--- config.mk ---
export PLATFORM = sky130hd
export DESIGN_NAME = ysyx_22040759_ifu
export DESIGN_NICKNAME = d
export VERILOG_FILES = /design/src/rtl/ysyx_22040759_ifu.sv
export SDC_FILE = /design/constraint.sdc
export NUM_CORES = 1
export LEC_CHECK = 0
export ABC_AREA = 1
export CAP_MARGIN = 10
export CORE_AREA = 3 3 148 150
export CTS_CLUSTER_SIZE = 8
export DETAILED_ROUTE_END_ITERATION = 16
export DIE_AREA = 0 0 151 153
export PLACE_DENSITY = 0.88
export RECOVER_POWER = 100
export SYNTH_ARGS = -nofsm -noshare
export SYNTH_HDL_FRONTEND = slang
export SYNTH_SLANG_ARGS = --single-unit
--- constraint.sdc ---
create_clock -name clock -period 2.5 [get_ports clock]
set_input_delay 0.5 -clock clock [delete_from_list [all_inputs] [get_ports clock]]
set_output_delay 0.5 -clock clock [all_outputs]
set_load 0.02 [all_outputs]
--- src/rtl/ysyx_22040759_ifu.sv ---
// Instruction fetch unit for the ysyx_22040759 core.
// Owns the PC, issues one word read at a time to the AXI bridge, selects the
// addressed half of the returned 64-bit beat and hands it to decode over a
// valid/ready handshake. Redirects from execute are accepted in every state;
// a read already in flight is drained and its data dropped.
// Optional macro YSYX_22040759_IFU_PERF_EN adds fetch/stall performance counters.
module ysyx_22040759_ifu #(
   parameter int unsigned       ADDR_W   = 64,
   parameter logic [ADDR_W-1:0] RESET_PC = 64'h0000_0000_8000_0000
) (
   input  logic              clock,
   input  logic              reset,
   output logic              if_valid,
   input  logic              if_ready,
   output logic [ADDR_W-1:0] if_addr,
   output logic [1:0]        if_size,
   input  logic [63:0]       if_data_read,
   input  logic [1:0]        if_resp,
   output logic              inst_valid,
   input  logic              inst_ready,
   output logic [31:0]       inst,
   output logic [ADDR_W-1:0] inst_pc,
   output logic              inst_fault,
   input  logic              redirect_valid,
   input  logic [ADDR_W-1:0] redirect_pc
`ifdef YSYX_22040759_IFU_PERF_EN
  ,output logic [63:0]       perf_fetch_cnt,
   output logic [63:0]       perf_stall_cnt
`endif
);

   localparam logic [31:0] NOP = 32'h0000_0013;

   typedef enum logic [1:0] {IDLE, REQ, HOLD, DISCARD} state_t;

   state_t            state, state_nxt;
   logic [ADDR_W-1:0] pc, pc_nxt, pc_inc;
   logic              pc_mis;
   logic [31:0]       fetch_word;

   assign if_size    = 2'b10;
   assign pc_inc     = pc + ADDR_W'(4);
   assign pc_mis     = (pc[1:0] != 2'b00);
   assign fetch_word = pc[2] ? if_data_read[63:32] : if_data_read[31:0];

   // Next state and next PC; a redirect overrides the normal flow in every state.
   // pc+4 keeps the low two bits, so a faulting PC keeps taking the IDLE fault
   // path instead of ever reaching the bus with a misaligned address.
   always_comb begin
      state_nxt = state;
      pc_nxt    = pc;
      unique case (state)
         IDLE:    state_nxt = pc_mis ? HOLD : REQ;
         REQ:     if (if_ready) state_nxt = HOLD;
         HOLD: begin
            if (inst_ready) begin
               pc_nxt    = pc_inc;
               state_nxt = pc_mis ? IDLE : REQ;
            end
         end
         DISCARD: if (if_ready) state_nxt = pc_mis ? IDLE : REQ;
         default: state_nxt = IDLE;
      endcase
      if (redirect_valid) begin
         pc_nxt = redirect_pc;
         if ((state == REQ || state == DISCARD) && !if_ready)
            state_nxt = DISCARD;
         else
            state_nxt = (redirect_pc[1:0] != 2'b00) ? IDLE : REQ;
      end
   end

   // State, PC and registered outputs. if_addr only loads on entry to REQ,
   // so it stays on the in-flight address throughout DISCARD.
   always_ff @(posedge clock) begin
      if (!reset) begin
         state      <= IDLE;
         pc         <= RESET_PC;
         if_valid   <= 1'b0;
         if_addr    <= '0;
         inst_valid <= 1'b0;
         inst       <= '0;
         inst_pc    <= '0;
         inst_fault <= 1'b0;
      end else begin
         state      <= state_nxt;
         pc         <= pc_nxt;
         if_valid   <= (state_nxt == REQ) || (state_nxt == DISCARD);
         inst_valid <= (state_nxt == HOLD);
         if (state_nxt == REQ)
            if_addr <= pc_nxt;
         if (state == REQ && if_ready && !redirect_valid) begin
            inst       <= (if_resp != 2'b00) ? NOP : fetch_word;
            inst_pc    <= pc;
            inst_fault <= (if_resp != 2'b00);
         end else if (state == IDLE && pc_mis && !redirect_valid) begin
            inst       <= NOP;
            inst_pc    <= pc;
            inst_fault <= 1'b1;
         end
      end
   end

`ifdef YSYX_22040759_IFU_PERF_EN
   // Delivered-instruction and bus-wait cycle counters, free-running with wrap.
   always_ff @(posedge clock) begin
      if (!reset) begin
         perf_fetch_cnt <= '0;
         perf_stall_cnt <= '0;
      end else begin
         if (inst_valid && inst_ready && !redirect_valid)
            perf_fetch_cnt <= perf_fetch_cnt + 64'd1;
         if (state == REQ || state == DISCARD)
            perf_stall_cnt <= perf_stall_cnt + 64'd1;
      end
   end
`endif

endmodule

==> results <==
==> worst max-delay path, stage by stage (launching register included) <==
cell and delay (ns):
dfxtp_1 0.36, inv_1 0.19, nand2_2 0.22, nor2_2 0.14, buf_4 0.17, inv_1 0.16
clkbuf_2 0.24, nor2_1 0.14, clkbuf_1 0.21, nand4_1 0.12, nand3_1 0.15, nand3_1 0.08
nand2_1 0.08, inv_1 0.03
==> how the worst max path moves through the flow <==
stage                         from                        to  slack (ns)  cells past startpoint
3_5_place_dp            inst_ready  if_addr[22]$_SDFFE_PN0N_       -0.08                     12
2_1_floorplan       redirect_valid  if_addr[50]$_SDFFE_PN0N_        0.64                     11
5_1_grt           pc[3]$_SDFF_PN0_  if_addr[54]$_SDFFE_PN0N_       0.002                     10
6_report       state[0]$_SDFF_PN0_  if_addr[48]$_SDFFE_PN0N_         0.1                     13
3_3_place_gp            inst_ready  if_addr[24]$_SDFFE_PN0N_       0.003                     12
4_1_cts           pc[3]$_SDFF_PN0_  if_addr[54]$_SDFFE_PN0N_        0.19                     10
==> metal layers <==
| metal | part of all wire [%] | wire [um] | global-route usage, % |
|---|---|---|---|
| met1 | 40 | 17300 | 49.1 |
| met2 | 46 | 20200 | 59.9 |
| met3 | 10 | 4530 | 8.09 |
| met4 | 3.6 | 1590 | 13.8 |
| met5 | 0 | 0 | 0 |
==> registers in the layout, indices dropped and copies added, names as in the netlist <==
register	cells
pc	64
if_addr	64
inst_valid	1
state	2
inst_pc	64
inst	32
inst_fault	1
==> placed cells by master (no fill, tap or decap), drive strengths merged <==
| master | n |
|---|---|
| clkdlybuf4s50 | 131 |
| a21boi | 1 |
| diode | 1 |
| xnor2 | 4 |
| nor3 | 16 |
| o22ai | 2 |
| nand4 | 24 |
| dfxtp | 228 |
| bufinv | 1 |
| nor2 | 251 |
| or2 | 7 |
| nand3b | 1 |
| clkbuf | 47 |
| inv | 186 |
| and2 | 4 |
| nand3 | 160 |
| mux2i | 4 |
| ha | 1 |
| a21oi | 152 |
| a22oi | 1 |
| a21o | 2 |
| conb | 2 |
| buf | 35 |
| a311oi | 3 |
| nor4 | 1 |
| nand2 | 474 |
| o211a | 1 |
| xor2 | 2 |
| o211ai | 2 |
| o21bai | 3 |
| o21ai | 97 |
| dlygate4sd3 | 164 |
==> cells in the mapped netlist, types with 3 or more instances <==
master | n | share of area [%]
buf_4 | 9 | 0.61
o21bai_1 | 3 | 0.20
nand2_1 | 471 | 16
inv_2 | 6 | 0.20
nand4_1 | 24 | 1.4
dfxtp_1 | 228 | 42
and2_1 | 4 | 0.23
nor2_1 | 241 | 8.2
clkbuf_1 | 49 | 1.7
buf_1 | 11 | 0.38
o21ai_1 | 6 | 0.27
nor3_1 | 15 | 0.68
nor2_2 | 9 | 0.51
o21ai_0 | 91 | 4.1
a311oi_1 | 3 | 0.24
nand3_1 | 159 | 7.2
or2_2 | 7 | 0.40
nand2_2 | 3 | 0.17
xnor2_1 | 4 | 0.32
mux2i_1 | 4 | 0.36
buf_2 | 15 | 0.68
inv_1 | 178 | 6.1
a21oi_1 | 152 | 6.9
==> through the flow <==
step,hold WS [ns],instances
detailed placement,0.454,2245
global route,0.352,2283
finish,0.339,2283
floorplan,0.444,1712
global placement,0.448,2245
CTS,0.333,2282
==> power by group through the flow <==
stage	Clock, W	Combinational [W]	Sequential [W]
finish	0.00412	0.00220	0.00423
global route	0.00428	0.00239	0.00425
CTS	0.00415	0.00231	0.00423
detailed placement	0	0.00228	0.00429
global placement	0	0.00224	0.00429
floorplan	0	0.000867	0.00453
==> layout make-up <==
| class | instances | area (sq um) | area share (%) |
|---|---|---|---|
| clock buffer | 35 | 876 | 5.76 |
| multi-input combinational | 1215 | 5360 | 35.2 |
| antenna | 1 | 2.50 | 0.0164 |
| timing repair buffer | 342 | 3330 | 21.9 |
| sequential | 228 | 4560 | 30.0 |
| inverter | 185 | 697 | 4.58 |
| tap | 275 | 344 | 2.26 |
| clock inverter | 2 | 38.8 | 0.255 |
==> kinds of logic (layout without fill, tap and decap cells) <==
| group | Yosys count | after routing | share of synthesized area, % |
|---|---|---|---|
| simple gates | 938 | 938 | 35.3 |
| buf+inv | 269 | 564 | 9.67 |
| compound gates | 264 | 264 | 12.4 |
| flops | 228 | 228 | 41.5 |
| xor+xnor | 6 | 6 | 0.478 |
| mux | 4 | 4 | 0.364 |
| other cells | 2 | 3 | 0.0683 |
| fa+ha+maj | 1 | 1 | 0.114 |
==> summary.md <==
| Metric | Value |
|---|---|
| CP Capture Type | flop |
| Top-level I/O count | 300 |
| Failing checks | capacitance limit, slew limit |
| Status | complete, but fails checks |
| Reg2Reg Depth | 13 |
| FP Rows | 53 |
| RSZ-0062 raised after global routing | false |
| EDFF count, synth | 0 |
| PnR worst setup slack | 0.0976 ns |
| First-pass GRT wire length | 67.3 mm |
| WHS Path Cells | 3 |
| Clock slew seen by the registers of the worst setup and hold paths | 0.06 ns |
| Initial Util | 52.8% |
| Place WS | -0.0820 ns |
| Total track usage | 37.3% |
| R2r setup slk | 0.1 ns |
| Max Root-Sink Buffers | 3 |
| Period utilisation layout | 96.1% |
| Initial antenna violation count | 3 |
| Final Setup Violations | 0 |
| Port Buffers | 297 |
| Post-layout min period | 2.40 ns |
| 1st-pass router iterations | 6 |
| Final core occ | 73.1% |
| Clock Tree Root | clkbuf_16 |
| Setup TNS Final | 0 ns |
| Clock sinks | 228 |
| Switching Power | 0.00314 W |
| Worst vdd ir | 551 uV |
| DRC Markers | 0 |
| Gate power share | 20.9% |
| Reg power frac | 40.1% |
| Largest net degree at the start of global routing | 78 |
| Via Count | 12600 |
| Finished Cell Area | 15200 sq um |
| Post-synthesis instance total | 1712 |
| Ratio of cells with drive above 1 in the final layout | 4.98% |
| CP Data Arrival Time | 2.79 ns |
| CTS tree | built |
| Vias in the first global route | 12400 |
| Crit Path Category | reg -> reg |
| Final Skew | 0.0194 ns |
| Main flop type after synthesis | dfxtp_1 |
| Pins Over Slew Limit | 29 |
| Relative slew slack | -1.04% |
| Worst Max-Slew Pin Slew | 1.52 ns |
| Post-synthesis sequential area ratio | 41.5% |
| Netlist cell types | 38 |
| Power, Total | 0.0106 W |
| Max Clock Freq | 416 MHz |
| ANT nets after route | 0 |
| Fill count | 1704 |
| Clock power share | 39.0% |
| Endpoint, Worst Hold | inst_pc[57]$_SDFFE_PN0P_ |
| Via/cell ratio | 5.52 |
| Total core area | 20800 sq um |
| Die Height | 153 um |
| Mean post-synth cell area | 6.42 sq um |
| WL final | 43.6 mm |
| Fraction of registers with async set/reset | 0% |
| Warnings from Yosys | 0 |
| Crit Path Max Fanout | 7 |
| WP data required | 2.89 ns |
| RR Endpoint | if_addr[48]$_SDFFE_PN0N_ |
| Global route overflow | 0 |
| # nets final | 2142 |
| Internal power | 0.00741 W |
| Switching Share | 29.8% |
| Area grow syn2layout | 38.5% |
| RePlAce Congestion | 1.00 |
| Syn Nets | 1848 |
| Placed wire-length estimate | 32.7 mm |
| Hold Buf Count CTS | 0 |
| Worst flop-to-flop path startpoint | state[0]$_SDFF_PN0_ |
| Skew-Pair Late Insertion Delay | 0.50 ns |
| Placed cell areas | 14400 sq um |
| Post-CTS setup buffers | 0 |
| Inserted Clock Buffers | 34 |
| DIE WIDTH | 151 um |
| Cell Area, Synth | 11000 sq um |
| Initial DRC count | 1110 |
| Hold Path Class | in -> reg |
| Die Area | 23100 sq um |
| WL/cell | 19.1 um |
| Number of instances resized during post-cts repair | 0 |
| Pleak | 6.86 nW |
| Cell Pwr Density | 694 nW/um^2 |
| Worst Min Path Start | reset |
| Max Cap Viol | 1 |
| CP Launch Type | flop |
| H-tree Lvls | 2 |
| Fin. Hold Viols | 0 |
| Seq cells post-synth | 228 |
Note: power is estimated with default switching activity, not from simulation.
